$ cat src/rtl/cla_seq_subtractor_pkg.sv
// rtl/cla_seq_subtractor_pkg.sv - shared constants and FSM state encoding for the nibble-serial subtractor
package sub_pkg;
  localparam int NIBBLE_W = 4;

  typedef logic [1:0] state_t;
  localparam state_t IDLE = 2'd0;
  localparam state_t RUN  = 2'd1;
  localparam state_t DONE = 2'd2;
endpackage

$ cat src/rtl/cla_seq_subtractor_if.sv
// rtl/cla_seq_subtractor_if.sv - start/done request bus of the subtractor (SUB_OVERFLOW_EN adds V)
interface cla_seq_subtractor_if #(
  parameter int WIDTH = 16
);
  logic             start;
  logic [WIDTH-1:0] A;
  logic [WIDTH-1:0] B;
  logic             ready;
  logic [WIDTH-1:0] D;
  logic             b_out;
  logic             done;
`ifdef SUB_OVERFLOW_EN
  logic             V;

  modport master (output start, A, B, input ready, D, b_out, done, V);
  modport slave  (input start, A, B, output ready, D, b_out, done, V);
`else
  modport master (output start, A, B, input ready, D, b_out, done);
  modport slave  (input start, A, B, output ready, D, b_out, done);
`endif
endinterface

$ cat src/rtl/cla_seq_subtractor_slice.sv
// rtl/cla_seq_subtractor_slice.sv - combinational 4-bit carry-lookahead slice
module cla_slice_4bit
  import sub_pkg::*;
(
  input  logic [NIBBLE_W-1:0] a,
  input  logic [NIBBLE_W-1:0] b,
  input  logic                c_in,
  output logic [NIBBLE_W-1:0] s,
  output logic                c_out
);
  logic [NIBBLE_W-1:0] g;
  logic [NIBBLE_W-1:0] p;
  logic [NIBBLE_W-1:0] c;

  assign g = a & b;
  assign p = a ^ b;

  // Every carry is a flat function of c_in, no ripple between bit positions.
  assign c[0] = c_in;
  assign c[1] = g[0] | (p[0] & c_in);
  assign c[2] = g[1] | (p[1] & g[0]) | (p[1] & p[0] & c_in);
  assign c[3] = g[2] | (p[2] & g[1]) | (p[2] & p[1] & g[0]) | (p[2] & p[1] & p[0] & c_in);
  assign c_out = g[3] | (p[3] & g[2]) | (p[3] & p[2] & g[1]) | (p[3] & p[2] & p[1] & g[0])
               | (p[3] & p[2] & p[1] & p[0] & c_in);

  assign s = p ^ c;
endmodule

$ cat src/rtl/cla_seq_subtractor.sv
// rtl/cla_seq_subtractor.sv - nibble-serial A-B subtractor top; SUB_OVERFLOW_EN adds signed overflow V
module cla_seq_subtractor
  import sub_pkg::*;
#(
  parameter int WIDTH = 16
) (
  input  logic                 clk,
  input  logic                 rst_n,
  cla_seq_subtractor_if.slave  bus
);
  localparam int N  = WIDTH / NIBBLE_W;
  localparam int CW = (N > 1) ? $clog2(N) : 1;

  if ((WIDTH % NIBBLE_W) != 0 || WIDTH < 8) begin : g_bad_width
    $error("cla_seq_subtractor: WIDTH must be a multiple of 4 and >= 8");
  end

  state_t                      state;
  logic [CW-1:0]               k;
  logic                        carry;
  logic [WIDTH-1:0]            a_sh;
  logic [WIDTH-1:0]            nb_sh;
  logic [WIDTH-NIBBLE_W-1:0]   res;
  logic [WIDTH-1:0]            d_q;
  logic                        b_q;
  logic [NIBBLE_W-1:0]         slice_s;
  logic                        slice_c;
  logic                        accept;
  logic                        last;
  logic [WIDTH-1:0]            res_next;
`ifdef SUB_OVERFLOW_EN
  logic                        a_msb;
  logic                        b_msb;
  logic                        v_q;
`endif

  // Operands shift right each RUN cycle so the slice always sees the current nibble at bit 0.
  cla_slice_4bit u_slice (
    .a     (a_sh[NIBBLE_W-1:0]),
    .b     (nb_sh[NIBBLE_W-1:0]),
    .c_in  (carry),
    .s     (slice_s),
    .c_out (slice_c)
  );

  assign accept   = (state != RUN) && bus.start;
  assign last     = (state == RUN) && (k == CW'(N - 1));
  assign res_next = {slice_s, res};

  always_ff @(posedge clk or negedge rst_n) begin
    if (!rst_n) begin
      state <= IDLE;
      k     <= '0;
      carry <= 1'b0;
      a_sh  <= '0;
      nb_sh <= '0;
      res   <= '0;
      d_q   <= '0;
      b_q   <= 1'b0;
`ifdef SUB_OVERFLOW_EN
      a_msb <= 1'b0;
      b_msb <= 1'b0;
      v_q   <= 1'b0;
`endif
    end else begin
      case (state)
        IDLE:    state <= accept ? RUN : IDLE;
        RUN:     state <= last ? DONE : RUN;
        DONE:    state <= accept ? RUN : IDLE;
        default: state <= IDLE;
      endcase

      if (accept) begin
        a_sh  <= bus.A;
        nb_sh <= ~bus.B;
        carry <= 1'b1;
        k     <= '0;
`ifdef SUB_OVERFLOW_EN
        a_msb <= bus.A[WIDTH-1];
        b_msb <= bus.B[WIDTH-1];
`endif
      end else if (state == RUN) begin
        a_sh  <= a_sh >> NIBBLE_W;
        nb_sh <= nb_sh >> NIBBLE_W;
        carry <= slice_c;
        res   <= res_next[WIDTH-1:NIBBLE_W];
        k     <= k + CW'(1);
        if (last) begin
          d_q <= res_next;
          b_q <= ~slice_c;
`ifdef SUB_OVERFLOW_EN
          v_q <= (a_msb != b_msb) && (res_next[WIDTH-1] != a_msb);
`endif
        end
      end
    end
  end

  assign bus.ready = (state != RUN);
  assign bus.done  = (state == DONE);
  assign bus.D     = d_q;
  assign bus.b_out = b_q;
`ifdef SUB_OVERFLOW_EN
  assign bus.V     = v_q;
`endif
endmodule

$ cat src/flat_wrapper.sv
// flat-port wrapper written by rule: the top's interface ports become plain ports
module cla_seq_subtractor_flat import sub_pkg::*;
#(
  parameter int WIDTH = 16
)
  (clk, rst_n, bus_start, bus_A, bus_B, bus_ready, bus_D, bus_b_out, bus_done);
  cla_seq_subtractor_if #(.WIDTH(WIDTH)) bus_i ();
  input  logic clk;
  input  logic rst_n;
  input wire logic [$bits(bus_i.start)-1:0] bus_start;
  input wire logic [$bits(bus_i.A)-1:0] bus_A;
  input wire logic [$bits(bus_i.B)-1:0] bus_B;
  output wire logic [$bits(bus_i.ready)-1:0] bus_ready;
  output wire logic [$bits(bus_i.D)-1:0] bus_D;
  output wire logic [$bits(bus_i.b_out)-1:0] bus_b_out;
  output wire logic [$bits(bus_i.done)-1:0] bus_done;
  assign bus_i.start = bus_start;
  assign bus_i.A = bus_A;
  assign bus_i.B = bus_B;
  assign bus_ready = bus_i.ready;
  assign bus_D = bus_i.D;
  assign bus_b_out = bus_i.b_out;
  assign bus_done = bus_i.done;
  cla_seq_subtractor #(.WIDTH(WIDTH)) u_core (.clk(clk), .rst_n(rst_n), .bus(bus_i));
endmodule
$ cat config.mk
export PLATFORM = sky130hd
export DESIGN_NAME = cla_seq_subtractor_flat
export DESIGN_NICKNAME = d
export VERILOG_FILES = /design/src/rtl/cla_seq_subtractor_pkg.sv /design/src/rtl/cla_seq_subtractor_if.sv /design/src/rtl/cla_seq_subtractor_slice.sv /design/src/rtl/cla_seq_subtractor.sv /design/src/flat_wrapper.sv
export SDC_FILE = /design/constraint.sdc
export NUM_CORES = 1
export LEC_CHECK = 0
export CAP_MARGIN = 25
export CORE_MARGIN = 1
export CORE_UTILIZATION = 37
export CTS_BUF_LIST = sky130_fd_sc_hd__clkbuf_4 sky130_fd_sc_hd__clkbuf_8
export CTS_CLUSTER_DIAMETER = 40
export CTS_CLUSTER_SIZE = 8
export DETAILED_ROUTE_END_ITERATION = 8
export GPL_TIMING_DRIVEN = 1
export HOLD_SLACK_MARGIN = 0.06
export SLEW_MARGIN = 10
export SYNTH_ARGS = -nofsm -noshare
export SYNTH_HDL_FRONTEND = slang
export SYNTH_SLANG_ARGS = --single-unit
export TNS_END_PERCENT = 1
$ cat constraint.sdc
create_clock -name clk -period 2.85 [get_ports clk]
set_input_delay 0.57 -clock clk [delete_from_list [all_inputs] [get_ports clk]]
set_output_delay 0.57 -clock clk [all_outputs]
set_load 0.005 [all_outputs]
### Yosys cells after proc, flatten, opt, wreduce, memory -nomap -nowiden

Index checks and enable logic that the tools add are counted.

* $add $sub $neg: 1
* equality and inequality tests: 4
* multiplexer cells: 11
* bitwise operators: 32
* reductions and logical operators: 7

Operators with widths (count)
* 2-to-1 mux 16 bit: 4
* AND 1 bit: 16
* NOT 16 bit: 1
* OR 1 bit: 10
* XOR 4 bit: 2
* 2-to-1 mux 2 bit: 3
* AND 4 bit: 1
* == test 2 bit (second input constant): 2
* one-hot mux 2 bit (2 select lines): 1
* 2-to-1 mux 1 bit: 3
* AND reduction 3 bit: 1
* adder 2 x 1 -> 2 bit (second input constant): 1
* == test 2 x 1 -> 1 bit (second input constant): 1
* logical AND 1 bit: 2
* zero test 2 bit: 1
* != test 2 x 1 -> 1 bit (second input constant): 1
* NOT 1 bit: 2
* AND reduction 2 bit: 1
* nonzero test 2 bit: 1
* OR reduction 2 bit: 1

* register bits after elaboration: 66
* output and inout port bits: 19

### Logic depth before layout (Yosys ltp)

Gate-level depths: netlist (run 1).

* word-level depth: 8
* mapped depth: 7
* mapped depth without buffers: 4

### Hierarchy

Synthesis (run 1) repeated with hierarchy kept, for this count alone.

* cell total of the unflattened synthesis: 233
* area, all modules: 3022.9 µm²

By module, submodules not included
* cla_seq_subtractor: times used 1, cells each 216, area an instance 2875.3 µm², seq. area each 1651.6 µm²
* cla_slice_4bit: times used 1, cells each 17, area an instance 147.6 µm², seq. area each 0.0 µm²

### Worst setup path before layout (run 1)

Ideal clock, no wire load.

* path type: flip-flop to flip-flop
* start point: register u_core.nb_sh[0]
* end point: register u_core.carry
* library setup time: 120 ps
* arrival time: 1561 ps
* path slack: 1169 ps
* cell stages (with the launch flop): 5
* clock period less this slack: 1681 ps
* path through: dfrtp_1 > ha_1 > a211oi_1 > o21bai_1 > a31o_2

* longest elaborated chain between the ends: 6
* elaborated cells on any way between the ends: 9
* those cells by class: mux (2); bitwise (7)

RTL lines
* from (decl): RTL line cla_seq_subtractor.sv:22 `logic [WIDTH-1:0] nb_sh;`
* from (signal assigned): RTL line cla_seq_subtractor.sv:75 `nb_sh <= ~bus.B;`
* from (signal assigned): RTL line cla_seq_subtractor.sv:84 `nb_sh <= nb_sh >> NIBBLE_W;`
* AND 4 bit or XOR 4 bit (tied branches): RTL line cla_seq_subtractor_slice.sv:15, cla_seq_subtractor_slice.sv:16
* AND 1 bit, on equally long branches: RTL line cla_seq_subtractor_slice.sv:23, cla_seq_subtractor_slice.sv:24
* OR 1 bit or AND 1 bit (tied branches): RTL line cla_seq_subtractor_slice.sv:23, cla_seq_subtractor_slice.sv:24
* OR 1 bit *: RTL line cla_seq_subtractor_slice.sv:24 `| (p[3] & p[2] & p[1] & p[0] & c_in);`
* 2-to-1 mux 1 bit *: RTL line cla_seq_subtractor.sv:82 `end else if (state == RUN) begin`
* 2-to-1 mux 1 bit *: RTL line cla_seq_subtractor.sv:73 `if (accept) begin`
* to (signal assigned): RTL line cla_seq_subtractor.sv:85 `carry <= slice_c;`
* to (decl): RTL line cla_seq_subtractor.sv:20 `logic carry;`

Every way passes the cells marked *; elsewhere a longest branch is shown, timed or not. The select of a mux whose other input is x is not followed.
A chain may end at the register's enable or synchronous reset.

### Final worst setup path (run 1)

* start point: register u_core.state[0]
* end point: output bus_ready

* longest elaborated chain between the ends: 1

RTL lines
* from (decl): RTL line cla_seq_subtractor.sv:18 `state_t state;`
* from (signal assigned): RTL line cla_seq_subtractor.sv:67 `IDLE: state <= accept ? RUN : IDLE;`
* from (signal assigned): RTL line cla_seq_subtractor.sv:68 `RUN: state <= last ? DONE : RUN;`
* from (signal assigned): RTL line cla_seq_subtractor.sv:69 `DONE: state <= accept ? RUN : IDLE;`
* != test 2 x 1 -> 1 bit: RTL line cla_seq_subtractor.sv:99 `assign bus.ready = (state != RUN);`
* to (decl): RTL line flat_wrapper.sv:13 `output wire logic [$bits(bus_i.ready)-1:0] bus_ready;`

No other way between the ends.

==> reports/metrics.yaml, run 1 <==
floorplanning:
  io_pins: 54
  die_area_um2: 8330
  core_um2: 7730
  floorplan.rows: 32
  die_width_um: 91.3
  initial_core_util_pct: 38.1
  fp.dieH_um: 91.3
sta:
  least_margin_pin_slew_ns: 0.803
  max_freq_mhz: 427
  clock-skew-final_ns: 0.00938
  timing.final.crit_share_pct: 82.3
  drv_slew: 0
  final-setup-viol-count: 0
  rsz_0062_raised_after_global_routing: "no"
  max-slew-margin-rel_pct: 46.2
  min_period_ns: 2.34
  final_hold_viol_count: 0
  fin_tns_setup_ns: 0
cts:
  post_cts.resized_instances: 0
  clk_pin_slew_ns: 0.07
  cts_setup_buffers: 0
  cts_max_level: 3
  clock_latency_ns: 0.34
  cts_tree: "done"
  clockRootBuffer: "sky130_fd_sc_hd__clkbuf_8"
  clock_tree_buffer_depth: 2
  clock_sink_count: 66
  cts_hold_buf: 0
  cts_made_buffers: 9
pwr:
  switching_share_pct: 34.6
  power_frac_seq_pct: 42.0
  power.net_switching_mw: 1.30
  comb_power_share_pct: 37.0
  power_report.internal_total_mw: 2.46
  powerDensity_nw_per_um2: 997
  pwr_total_mw: 3.76
  clk_pwr_share_pct: 21.0
  ir_worst_vdd_mv: 0.478
  power.leakage_nw: 1.82
cells_and_area:
  filler_cell_count: 711
  drive_above_1_share_pct: 11.9
  instances_no_fill: 437
  layout.nets: 371
  area_delta_synth_final_pct: 28.0
  insertedDiodeCount: 0
  layout.core_utilization_pct: 48.8
worst_setup_path:
  worstPathMaxFanout: 20
  timing.critical_path.arrival_ns: 1.77
  cp_data_required_time_ns: 2.28
  critPathLaunchType: "flop"
  worst-setup-path-type: "flop to output pin"
  critPathCaptureType: "output pin"
grt:
  groute.usage.overall_pct: 14.8
  pin_count_of_the_biggest_net_entering_global_routing: 70
  first_global_vias: 2004
  initial_antenna_violation_count: 0
  first_pass_grt_wire_length_mm: 9.61
  overflow: 0
place:
  post-dp-hpwl_mm: 3.71
  io_buffers: 53
  numPlacedInstances: 421
  gpl.final_weighted_congestion: 0.734
drt:
  avgRoutedWirePerCell_um: 12.5
  routed_wirelength_mm: 5.44
  drcViolationCount: 0
  ant_nets: 0
  detailedRoute.firstIterationViolations: 118
  drtPass1Iterations: 4
  vias: 2060
  viasPerCell: 4.71
yosys:
  synthCells: 277
  mapped_avg_cell_area_um2: 10.6
  netlist_area_um2: 2950
  synth-seq-area-share_pct: 56.0
  yosys_most_used_dff: "sky130_fd_sc_hd__dfrtp_1"
  ys.warnings.count: 0
  yosysUniqueCellTypes: 27
  synth-edff-count: 0
  synth_nets: 318
  ys_async_sr_fraction_pct: 100
  synth_register_bits: 66
run_status:
  status: "completed"
job:
  maxCapViolCount: 0
min_path:
  min_path_type: "input pin to asynchronous set/reset pin"
Yosys cell counts, types with 3 or more instances:
cell	number	area (um2)
sky130_fd_sc_hd__dfrtp_1	66	1650
sky130_fd_sc_hd__nand2_1	57	214
sky130_fd_sc_hd__mux2i_1	34	340
sky130_fd_sc_hd__o21ai_0	31	155
sky130_fd_sc_hd__inv_1	19	71.3
sky130_fd_sc_hd__mux2_2	13	146
sky130_fd_sc_hd__nor2_1	12	45.0
sky130_fd_sc_hd__buf_2	10	50.1
sky130_fd_sc_hd__clkbuf_1	5	18.8
sky130_fd_sc_hd__ha_1	5	62.6
sky130_fd_sc_hd__nand3b_1	3	22.5
sky130_fd_sc_hd__nor2b_1	3	18.8
layer usage:
metal	up-vias	routed length, um	track usage [%]
li1	1033	-	-
met1	972	2650	19.6
met2	55	2480	22.7
met3	0	315	5.78
met4	0	0	3.97
met5	-	0	0
cell type report:
| type | instances | area (um2) | share of cell area, % |
|---|---|---|---|
| flip-flops and latches | 66 | 1650 | 43.8 |
| multi-input cells | 175 | 1150 | 30.4 |
| inverters | 20 | 75.1 | 1.99 |
| clock buffers | 10 | 138 | 3.65 |
| clock inverters | 6 | 65.1 | 1.72 |
| repair buffers | 58 | 571 | 15.1 |
| well taps | 102 | 128 | 3.38 |
power groups by stage:
stage | registers, mW | logic (mW) | clock network [mW]
final | 1.58 | 1.39 | 0.790
after global placement | 1.58 | 1.39 | 0
after floorplan | 1.54 | 0.939 | 0
after CTS | 1.58 | 1.42 | 0.819
after detailed placement | 1.60 | 1.42 | 0
after global routing | 1.64 | 1.59 | 0.866
state kept, by name, summed over array words and instances, names as in the netlist:
register,count
u_core.state,2
u_core.nb_sh,16
u_core.k,2
u_core.bus.b_out,1
u_core.a_sh,16
u_core.carry,1
u_core.res,12
u_core.bus.D,16
layout by cell type, fill, tap and decap left out, types with 2 or more instances in the layout:
| master | n |
|---|---|
| sky130_fd_sc_hd__buf_2 | 2 |
| sky130_fd_sc_hd__nor2b_1 | 3 |
| sky130_fd_sc_hd__ha_1 | 5 |
| sky130_fd_sc_hd__nor2_1 | 12 |
| sky130_fd_sc_hd__or4_1 | 2 |
| sky130_fd_sc_hd__a211oi_1 | 2 |
| sky130_fd_sc_hd__nand3b_1 | 3 |
| sky130_fd_sc_hd__nand3_1 | 2 |
| sky130_fd_sc_hd__mux2i_1 | 34 |
| sky130_fd_sc_hd__buf_4 | 4 |
| sky130_fd_sc_hd__o31ai_1 | 2 |
| sky130_fd_sc_hd__clkinv_2 | 2 |
| sky130_fd_sc_hd__o21ai_0 | 31 |
| sky130_fd_sc_hd__clkdlybuf4s50_1 | 51 |
| sky130_fd_sc_hd__dfrtp_1 | 66 |
| sky130_fd_sc_hd__nand2_1 | 57 |
| sky130_fd_sc_hd__mux2_2 | 13 |
| sky130_fd_sc_hd__clkbuf_8 | 10 |
| sky130_fd_sc_hd__inv_1 | 19 |
cell families (layout without fill, tap and decap cells):
kind of cell               Yosys count  after routing  synth area share (%)
buffers and inverters               36             94                  5.14
and+or+nand+nor                     80             80                  11.3
xor gates and xnor gates             1              1                 0.297
DFF                                 66             66                  56.0
AOI/OAI and AO/OA                   41             41                  7.94
muxes                               47             47                  16.5
adders and majority gates            6              6                  2.80
worst paths after layout:
| path | slack [ns] | start | endpoint | cells after the start |
|---|---|---|---|---|
| max in group asynchronous | 1.98 | rst_n | u_core.nb_sh[10]$_DFFE_PN0P_ | 2 |
| hold reg to reg | 0.48 | u_core.res[1]$_DFFE_PN0P_ | u_core.res[1]$_DFFE_PN0P_ | 2 |
| min in group clk | 0.48 | u_core.res[1]$_DFFE_PN0P_ | u_core.res[1]$_DFFE_PN0P_ | 2 |
| setup reg to reg | 0.87 | u_core.nb_sh[0]$_DFFE_PN0P_ | u_core.carry$_DFFE_PN0P_ | 4 |
| setup / recovery | 0.51 | u_core.state[0]$_DFF_PN0_ | bus_ready | 3 |
| hold / removal | 0.25 | rst_n | u_core.bus.D[0]$_DFFE_PN0P_ | 1 |
stage by stage:
step                cell area [um2]  hold WS (ns)  worst slack, ns
finish                         3770         0.248            0.506
global route                   3770         0.280            0.413
CTS                            3770         0.252            0.475
detailed placement             3570         0.462            0.850
global placement               3570         0.458            0.863
floorplan                      2950         0.274             1.17
worst max-delay path, stage by stage (launching register included):
cell	delay [ns]
sky130_fd_sc_hd__dfrtp_1	0.40
sky130_fd_sc_hd__and2b_2	0.21
sky130_fd_sc_hd__inv_2	0.26
sky130_fd_sc_hd__clkdlybuf4s50_1	0.57
(Power assumes the default switching activity.)
==> run 2: changes to the inputs <==
==> constraint.sdc (replaced) <==
create_clock -name clk -period 2.3 [get_ports clk]
set_input_delay 0.46 -clock clk [delete_from_list [all_inputs] [get_ports clk]]
set_output_delay 0.46 -clock clk [all_outputs]
set_load 0.005 [all_outputs]
==> run 2 against run 1 <==
Register-to-register slack lost 0.45 ns. Routed wire length grew 2.2%. Via count down 0.63%. Die area is the same. Utilization up 0.31 points. Sequential power is 24% higher. Flip-flop and latch count did not move. Critical path depth is the same. Critical endpoint unchanged. Largest cell class unchanged. Highest routed layer is now met4.
==> reports/metrics.yaml, run 2 (synthesized netlist as in run 1, its figures left out) <==
grt:
  busiest_layer: "met2"
  overflow: 0  # unchanged
  first_pass_grt_wire_length_mm: 9.82  # +2.2%
  pin_count_of_the_biggest_net_entering_global_routing: 70  # unchanged
  grt_use_met1_pct: 19.0  # -0.56 points
  grtUsageMet2_pct: 24.2  # +1.5 points
  first_global_vias: 2122  # +5.9%
  initial_antenna_violation_count: 0  # unchanged
  groute.usage.overall_pct: 15.0  # +0.20 points
  use_met3_pct: 5.61  # -0.17 points
pwr:
  pwr_total_mw: 4.67  # +24%
  power.leakage_nw: 1.83  # +0.66%
  ir_worst_vdd_mv: 0.487  # +1.8%
  powerDensity_nw_per_um2: 1230  # +23%
drt:
  avgRoutedWirePerCell_um: 12.7  # +2.0%
  drtPass1Iterations: 4  # unchanged
  detailedRoute.firstIterationViolations: 117  # -0.85%
  ant_nets: 0  # unchanged
  vias: 2047  # -0.63%
  routed_wirelength_mm: 5.56  # +2.2%
  drcViolationCount: 0  # unchanged
  viasPerCell: 4.67  # -0.86%
floorplanning:
  io_pins: 54  # unchanged
  fp.dieH_um: 91.3  # unchanged
  core_um2: 7730  # unchanged
  die_width_um: 91.3  # unchanged
  initial_core_util_pct: 38.1  # unchanged
  floorplan.rows: 32  # unchanged
  die_area_um2: 8330  # unchanged
cells_and_area:
  multiInputGateArea_um2: 1150  # unchanged
  seq_area_um2: 1650  # unchanged
  insertedDiodeCount: 0  # unchanged
  final_cell_mix: "66 x sky130_fd_sc_hd__dfrtp_1, 57 x sky130_fd_sc_hd__nand2_1, 51 x sky130_fd_sc_hd__clkdlybuf4s50_1, 34 x sky130_fd_sc_hd__mux2i_1, 31 x sky130_fd_sc_hd__o21ai_0"
  area_delta_synth_final_pct: 28.8
  filler_cell_count: 729  # +2.5%
  layout.nets: 372  # +0.27%
  drive_above_1_share_pct: 12.2  # +0.26 points
  layout_commonest_cell: "sky130_fd_sc_hd__dfrtp_1"
sta:
  timing.final.crit_share_pct: 85.4
  fin_tns_setup_ns: 0  # unchanged
  max-slew-margin-rel_pct: 54.0  # +7.8 points
  least_margin_pin_slew_ns: 0.687  # -0.116 ns
  final_hold_viol_count: 0  # unchanged
  rsz_0062_raised_after_global_routing: "no"
  drv_slew: 0  # unchanged
  final-setup-viol-count: 0  # unchanged
  max_freq_mhz: 509
  post-route-worst-setup-slack_ns: 0.335  # -0.171 ns
  clock-skew-final_ns: 0.0117  # +0.00236 ns
  min_period_ns: 1.97
cts:
  cts_tree: "done"
  clk_pin_slew_ns: 0.07  # about the same
  cts_max_level: 3  # unchanged
  post_cts.resized_instances: 0  # unchanged
  cts_hold_buf: 0  # unchanged
  cts_made_buffers: 9  # unchanged
  cts_setup_buffers: 0  # unchanged
  clock_tree_buffer_depth: 2  # unchanged
  clock_latency_ns: 0.34  # about the same
  clock_sink_count: 66  # unchanged
  clockRootBuffer: "sky130_fd_sc_hd__clkbuf_8"
worst_setup_path:
  worst-setup-path-type: "flop to output pin"
  timing.critical_path.arrival_ns: 1.51  # -0.26 ns
  worstPathMaxFanout: 4  # -80%
  cp_data_required_time_ns: 1.84  # -0.44 ns
  critPathLaunchType: "flop"
  reg2regPathDepth: 4  # unchanged
  critPathCaptureType: "output pin"
  worst_r2r_endpoint: "u_core.carry$_DFFE_PN0P_"
  reg2reg_slack_ns: 0.42  # -0.45 ns
  critical_path.reg2reg.startpoint: "u_core.nb_sh[0]$_DFFE_PN0P_"
min_path:
  min_path_type: "input pin to asynchronous set/reset pin"
place:
  io_buffers: 53  # unchanged
  gpl.final_weighted_congestion: 0.726  # -1.0%
  post-dp-hpwl_mm: 3.79  # +2.2%
  post_placement_worst_setup_slack_ns: 0.434  # -0.416 ns
run_status:
  status: "completed"
job:
  maxCapViolCount: 0  # unchanged
run 2: cell types whose count changed in the layout (fill, tap and decap cells not counted):
cell / before / now
sky130_fd_sc_hd__inv_6: 1 / 0
sky130_fd_sc_hd__clkbuf_8: 10 / 9
sky130_fd_sc_hd__clkinv_2: 2 / 3
sky130_fd_sc_hd__clkinv_4: 1 / 2
sky130_fd_sc_hd__buf_12: 1 / 3
sky130_fd_sc_hd__buf_4: 4 / 3
run 2: worst max path at each step:
stage                     slack, ns                         from                       end
final                          0.33    u_core.state[0]$_DFF_PN0_                 bus_ready
after global routing           0.25    u_core.state[0]$_DFF_PN0_                 bus_ready
after CTS                      0.31    u_core.state[0]$_DFF_PN0_                 bus_ready
after detailed placement       0.43  u_core.nb_sh[0]$_DFFE_PN0P_  u_core.carry$_DFFE_PN0P_
after global placement         0.44  u_core.nb_sh[0]$_DFFE_PN0P_  u_core.carry$_DFFE_PN0P_
after floorplan                0.62  u_core.nb_sh[0]$_DFFE_PN0P_  u_core.carry$_DFFE_PN0P_
run 2: layout make-up:
class | instances | area share (%)
tap | 102 | 3.36
clock buffer | 9 | 3.26
timing repair buffer | 59 | 15.9
sequential | 66 | 43.5
inverter | 20 | 1.98
multi-input combinational | 175 | 30.2
clock inverter | 7 | 1.85
run 2: stage by stage:
stage                     cell area (um2)  hold slack (ns)  util [%]  cells
after global placement               3600            0.459      46.6    422
after detailed placement             3600            0.463      46.6    422
after CTS                            3800            0.102      49.1    438
after global routing                 3800            0.119      49.1    438
final                                3800           0.0973      49.1    438
after floorplan                      2950            0.164         -    277
run 2: routing by layer:
layer	vias to the layer above	share of wire, %
met5	-	0
met4	0	0.75
met3	6	5.6
met2	54	45
met1	956	48
li1	1031	-
run 2: power breakdown:
part	switching, mW	internal, mW
clock network	0.449	0.498
registers	0.286	1.67
logic	0.885	0.880
total	1.62	3.05
run 2: critical path: stages, from the launching register on:
cell	delay, ns
sky130_fd_sc_hd__dfrtp_1	0.41
sky130_fd_sc_hd__and2b_2	0.22
sky130_fd_sc_hd__inv_2	0.05
sky130_fd_sc_hd__clkdlybuf4s50_1	0.48
==> run 3: changes to the inputs <==
--- a/config.mk
+++ b/config.mk
@@ -7,13 +7,14 @@
 export LEC_CHECK = 0
 export CAP_MARGIN = 25
 export CORE_MARGIN = 1
-export CORE_UTILIZATION = 37
+export CORE_UTILIZATION = 54
 export CTS_BUF_LIST = sky130_fd_sc_hd__clkbuf_4 sky130_fd_sc_hd__clkbuf_8
 export CTS_CLUSTER_DIAMETER = 40
 export CTS_CLUSTER_SIZE = 8
 export DETAILED_ROUTE_END_ITERATION = 8
 export GPL_TIMING_DRIVEN = 1
 export HOLD_SLACK_MARGIN = 0.06
+export PLACE_DENSITY = 0.82
 export SLEW_MARGIN = 10
 export SYNTH_ARGS = -nofsm -noshare
 export SYNTH_HDL_FRONTEND = slang
==> run 3 against run 2 <==
Register-to-register slack better by 0.18 ns. Flip-flop and latch count unchanged. Utilization grew 23 points. Fmax about the same. Via count is 2.8% higher. Largest power group unchanged.
==> reports/metrics.yaml, run 3 (synthesized netlist as in run 1, its figures left out) <==
drt:
  routed_wirelength_mm: 5.53  # -0.56%
  vias: 2105  # +2.8%
  ant_nets: 0  # unchanged
  drcViolationCount: 0  # unchanged
  detailedRoute.firstIterationViolations: 83  # -29%
  viasPerCell: 5.18  # +11%
  drtPass1Iterations: 5  # +1
  avgRoutedWirePerCell_um: 13.6  # +7.3%
place:
  gpl.final_weighted_congestion: 0.735  # +1.1%
  io_buffers: 53  # unchanged
  post_placement_worst_setup_slack_ns: 0.637  # +0.202 ns
  post-dp-hpwl_mm: 3.78  # -0.22%
cells_and_area:
  area_delta_synth_final_pct: 26.8
  drive_above_1_share_pct: 12.2  # unchanged
  final_cell_mix: "66 x sky130_fd_sc_hd__dfrtp_1, 57 x sky130_fd_sc_hd__nand2_1, 51 x sky130_fd_sc_hd__clkdlybuf4s50_1, 34 x sky130_fd_sc_hd__mux2i_1, 31 x sky130_fd_sc_hd__o21ai_0"
  insertedDiodeCount: 0  # unchanged
  layout.nets: 373  # +0.27%
  layout_commonest_cell: "sky130_fd_sc_hd__dfrtp_1"
grt:
  overflow: 0  # unchanged
  initial_antenna_violation_count: 0  # unchanged
  groute.usage.overall_pct: 22.3  # +7.3 points
  pin_count_of_the_biggest_net_entering_global_routing: 70  # unchanged
  first_global_vias: 2034  # -4.1%
  first_pass_grt_wire_length_mm: 9.29  # -5.4%
min_path:
  min_path_type: "input pin to asynchronous set/reset pin"
cts:
  cts_made_buffers: 9  # unchanged
  cts_max_level: 3  # unchanged
  clock_tree_buffer_depth: 2  # unchanged
  cts_setup_buffers: 0  # unchanged
  clk_pin_slew_ns: 0.06  # about the same
  clock_sink_count: 66  # unchanged
  cts_hold_buf: 0  # unchanged
  post_cts.resized_instances: 0  # unchanged
  clockRootBuffer: "sky130_fd_sc_hd__clkbuf_8"
  clock_latency_ns: 0.34  # about the same
  cts_tree: "done"
pwr:
  clk_pwr_share_pct: 20.3  # about the same
  power_report.internal_total_mw: 3.10  # +1.6%
  comb_power_share_pct: 38.0  # +0.2 points
  power.net_switching_mw: 1.62  # about the same
  ir_worst_vdd_mv: 0.657  # +35%
  power_frac_seq_pct: 41.7  # -0.2 points
  power.leakage_nw: 1.83  # -0.12%
  switching_share_pct: 34.3  # -0.38 points
  powerDensity_nw_per_um2: 1260  # +2.6%
worst_setup_path:
  worstPathMaxFanout: 4  # unchanged
  critPathLaunchType: "flop"
  critPathCaptureType: "output pin"
  worst_setup_path_startpoint: "u_core.state[0]$_DFF_PN0_"
  timing.critical_path.arrival_ns: 1.51  # about the same
  worst-setup-path-type: "flop to output pin"
  critical_path.reg2reg.startpoint: "u_core.nb_sh[1]$_DFFE_PN0P_"
  cp_data_required_time_ns: 1.84  # about the same
floorplanning:
  core_um2: 5170  # -33%
  initial_core_util_pct: 57.0  # +19 points
  die_area_um2: 5760  # -31%
  io_pins: 54  # unchanged
  floorplan.rows: 26  # -19%
  fp.dieH_um: 75.9  # -17%
  die_width_um: 75.9  # -17%
sta:
  least_margin_pin_slew_ns: 0.623  # -0.0632 ns
  drv_slew: 0  # unchanged
  final-setup-viol-count: 0  # unchanged
  clock-skew-final_ns: 0.00368  # -0.00806 ns
  max-slew-margin-rel_pct: 58.4  # +4.5 points
  min_period_ns: 1.97  # +0.000125 ns
  post-route-worst-setup-slack_ns: 0.335  # -0.000125 ns
  rsz_0062_raised_after_global_routing: "no"
  final_hold_viol_count: 0  # unchanged
  timing.final.crit_share_pct: 85.4  # about the same
  fin_tns_setup_ns: 0  # unchanged
  max_freq_mhz: 509  # about the same
run_status:
  status: "completed"
job:
  maxCapViolCount: 0  # unchanged
## run 3: layer usage
layer | vias up | global-route usage (%) | share of wire (%)
met5 | - | 0 | 0
met4 | 0 | 12.3 | 1.6
met1 | 1013 | 26.9 | 44
met2 | 53 | 37.0 | 49
met3 | 10 | 5.42 | 5.0
li1 | 1029 | - | -
## run 3: path summary, 6_finish.rpt
| kind | endpoint | slack [ns] | cells past startpoint |
|---|---|---|---|
| worst max-delay path | bus_ready | 0.33 | 3 |
| worst min-delay path | u_core.bus.D[8]$_DFFE_PN0P_ | 0.07 | 1 |
| worst max register to register | u_core.carry$_DFFE_PN0P_ | 0.60 | 4 |
| worst min register to register | u_core.res[1]$_DFFE_PN0P_ | 0.47 | 2 |
| max in group asynchronous | u_core.a_sh[7]$_DFFE_PN0P_ | 1.52 | 2 |
| min in group clk | u_core.res[1]$_DFFE_PN0P_ | 0.47 | 2 |
## run 3: critical path, stage by stage, from the launching register on
cell and delay (ns):
sky130_fd_sc_hd__dfrtp_1 0.41, sky130_fd_sc_hd__and2b_2 0.22, sky130_fd_sc_hd__inv_2 0.05, sky130_fd_sc_hd__clkdlybuf4s50_1 0.49
## run 3: layout make-up
type                    count  area [um2]
inverters                  20        75.1
multi-input cells         175        1150
well taps                  70        87.6
fillers                   361        1430
repair buffers             60         586
clock buffers              12         153
clock inverters             3        40.0
flip-flops and latches     66        1650
## run 3: power by group through the flow
stage	combinational [mW]	clock, mW	sequential, mW
2_1_floorplan	1.16	0	1.91
3_3_place_gp	1.70	0	1.96
3_5_place_dp	1.80	0	1.99
4_1_cts	1.81	0.978	1.97
5_1_grt	2.06	1.01	2.03
6_report	1.79	0.957	1.97
## run 3: stage by stage
stage                     utilization (%)  cell area (um2)  std cells  total power [mW]  hold WS [ns]
after detailed placement             68.6             3550        391              3.78         0.444
after global placement               68.6             3550        391              3.66         0.445
final                                72.3             3740        406              4.72        0.0676
after floorplan                         -             2950        277              3.08         0.164
after CTS                            72.3             3740        406              4.76        0.0735
after global routing                 72.3             3740        406              5.10         0.106
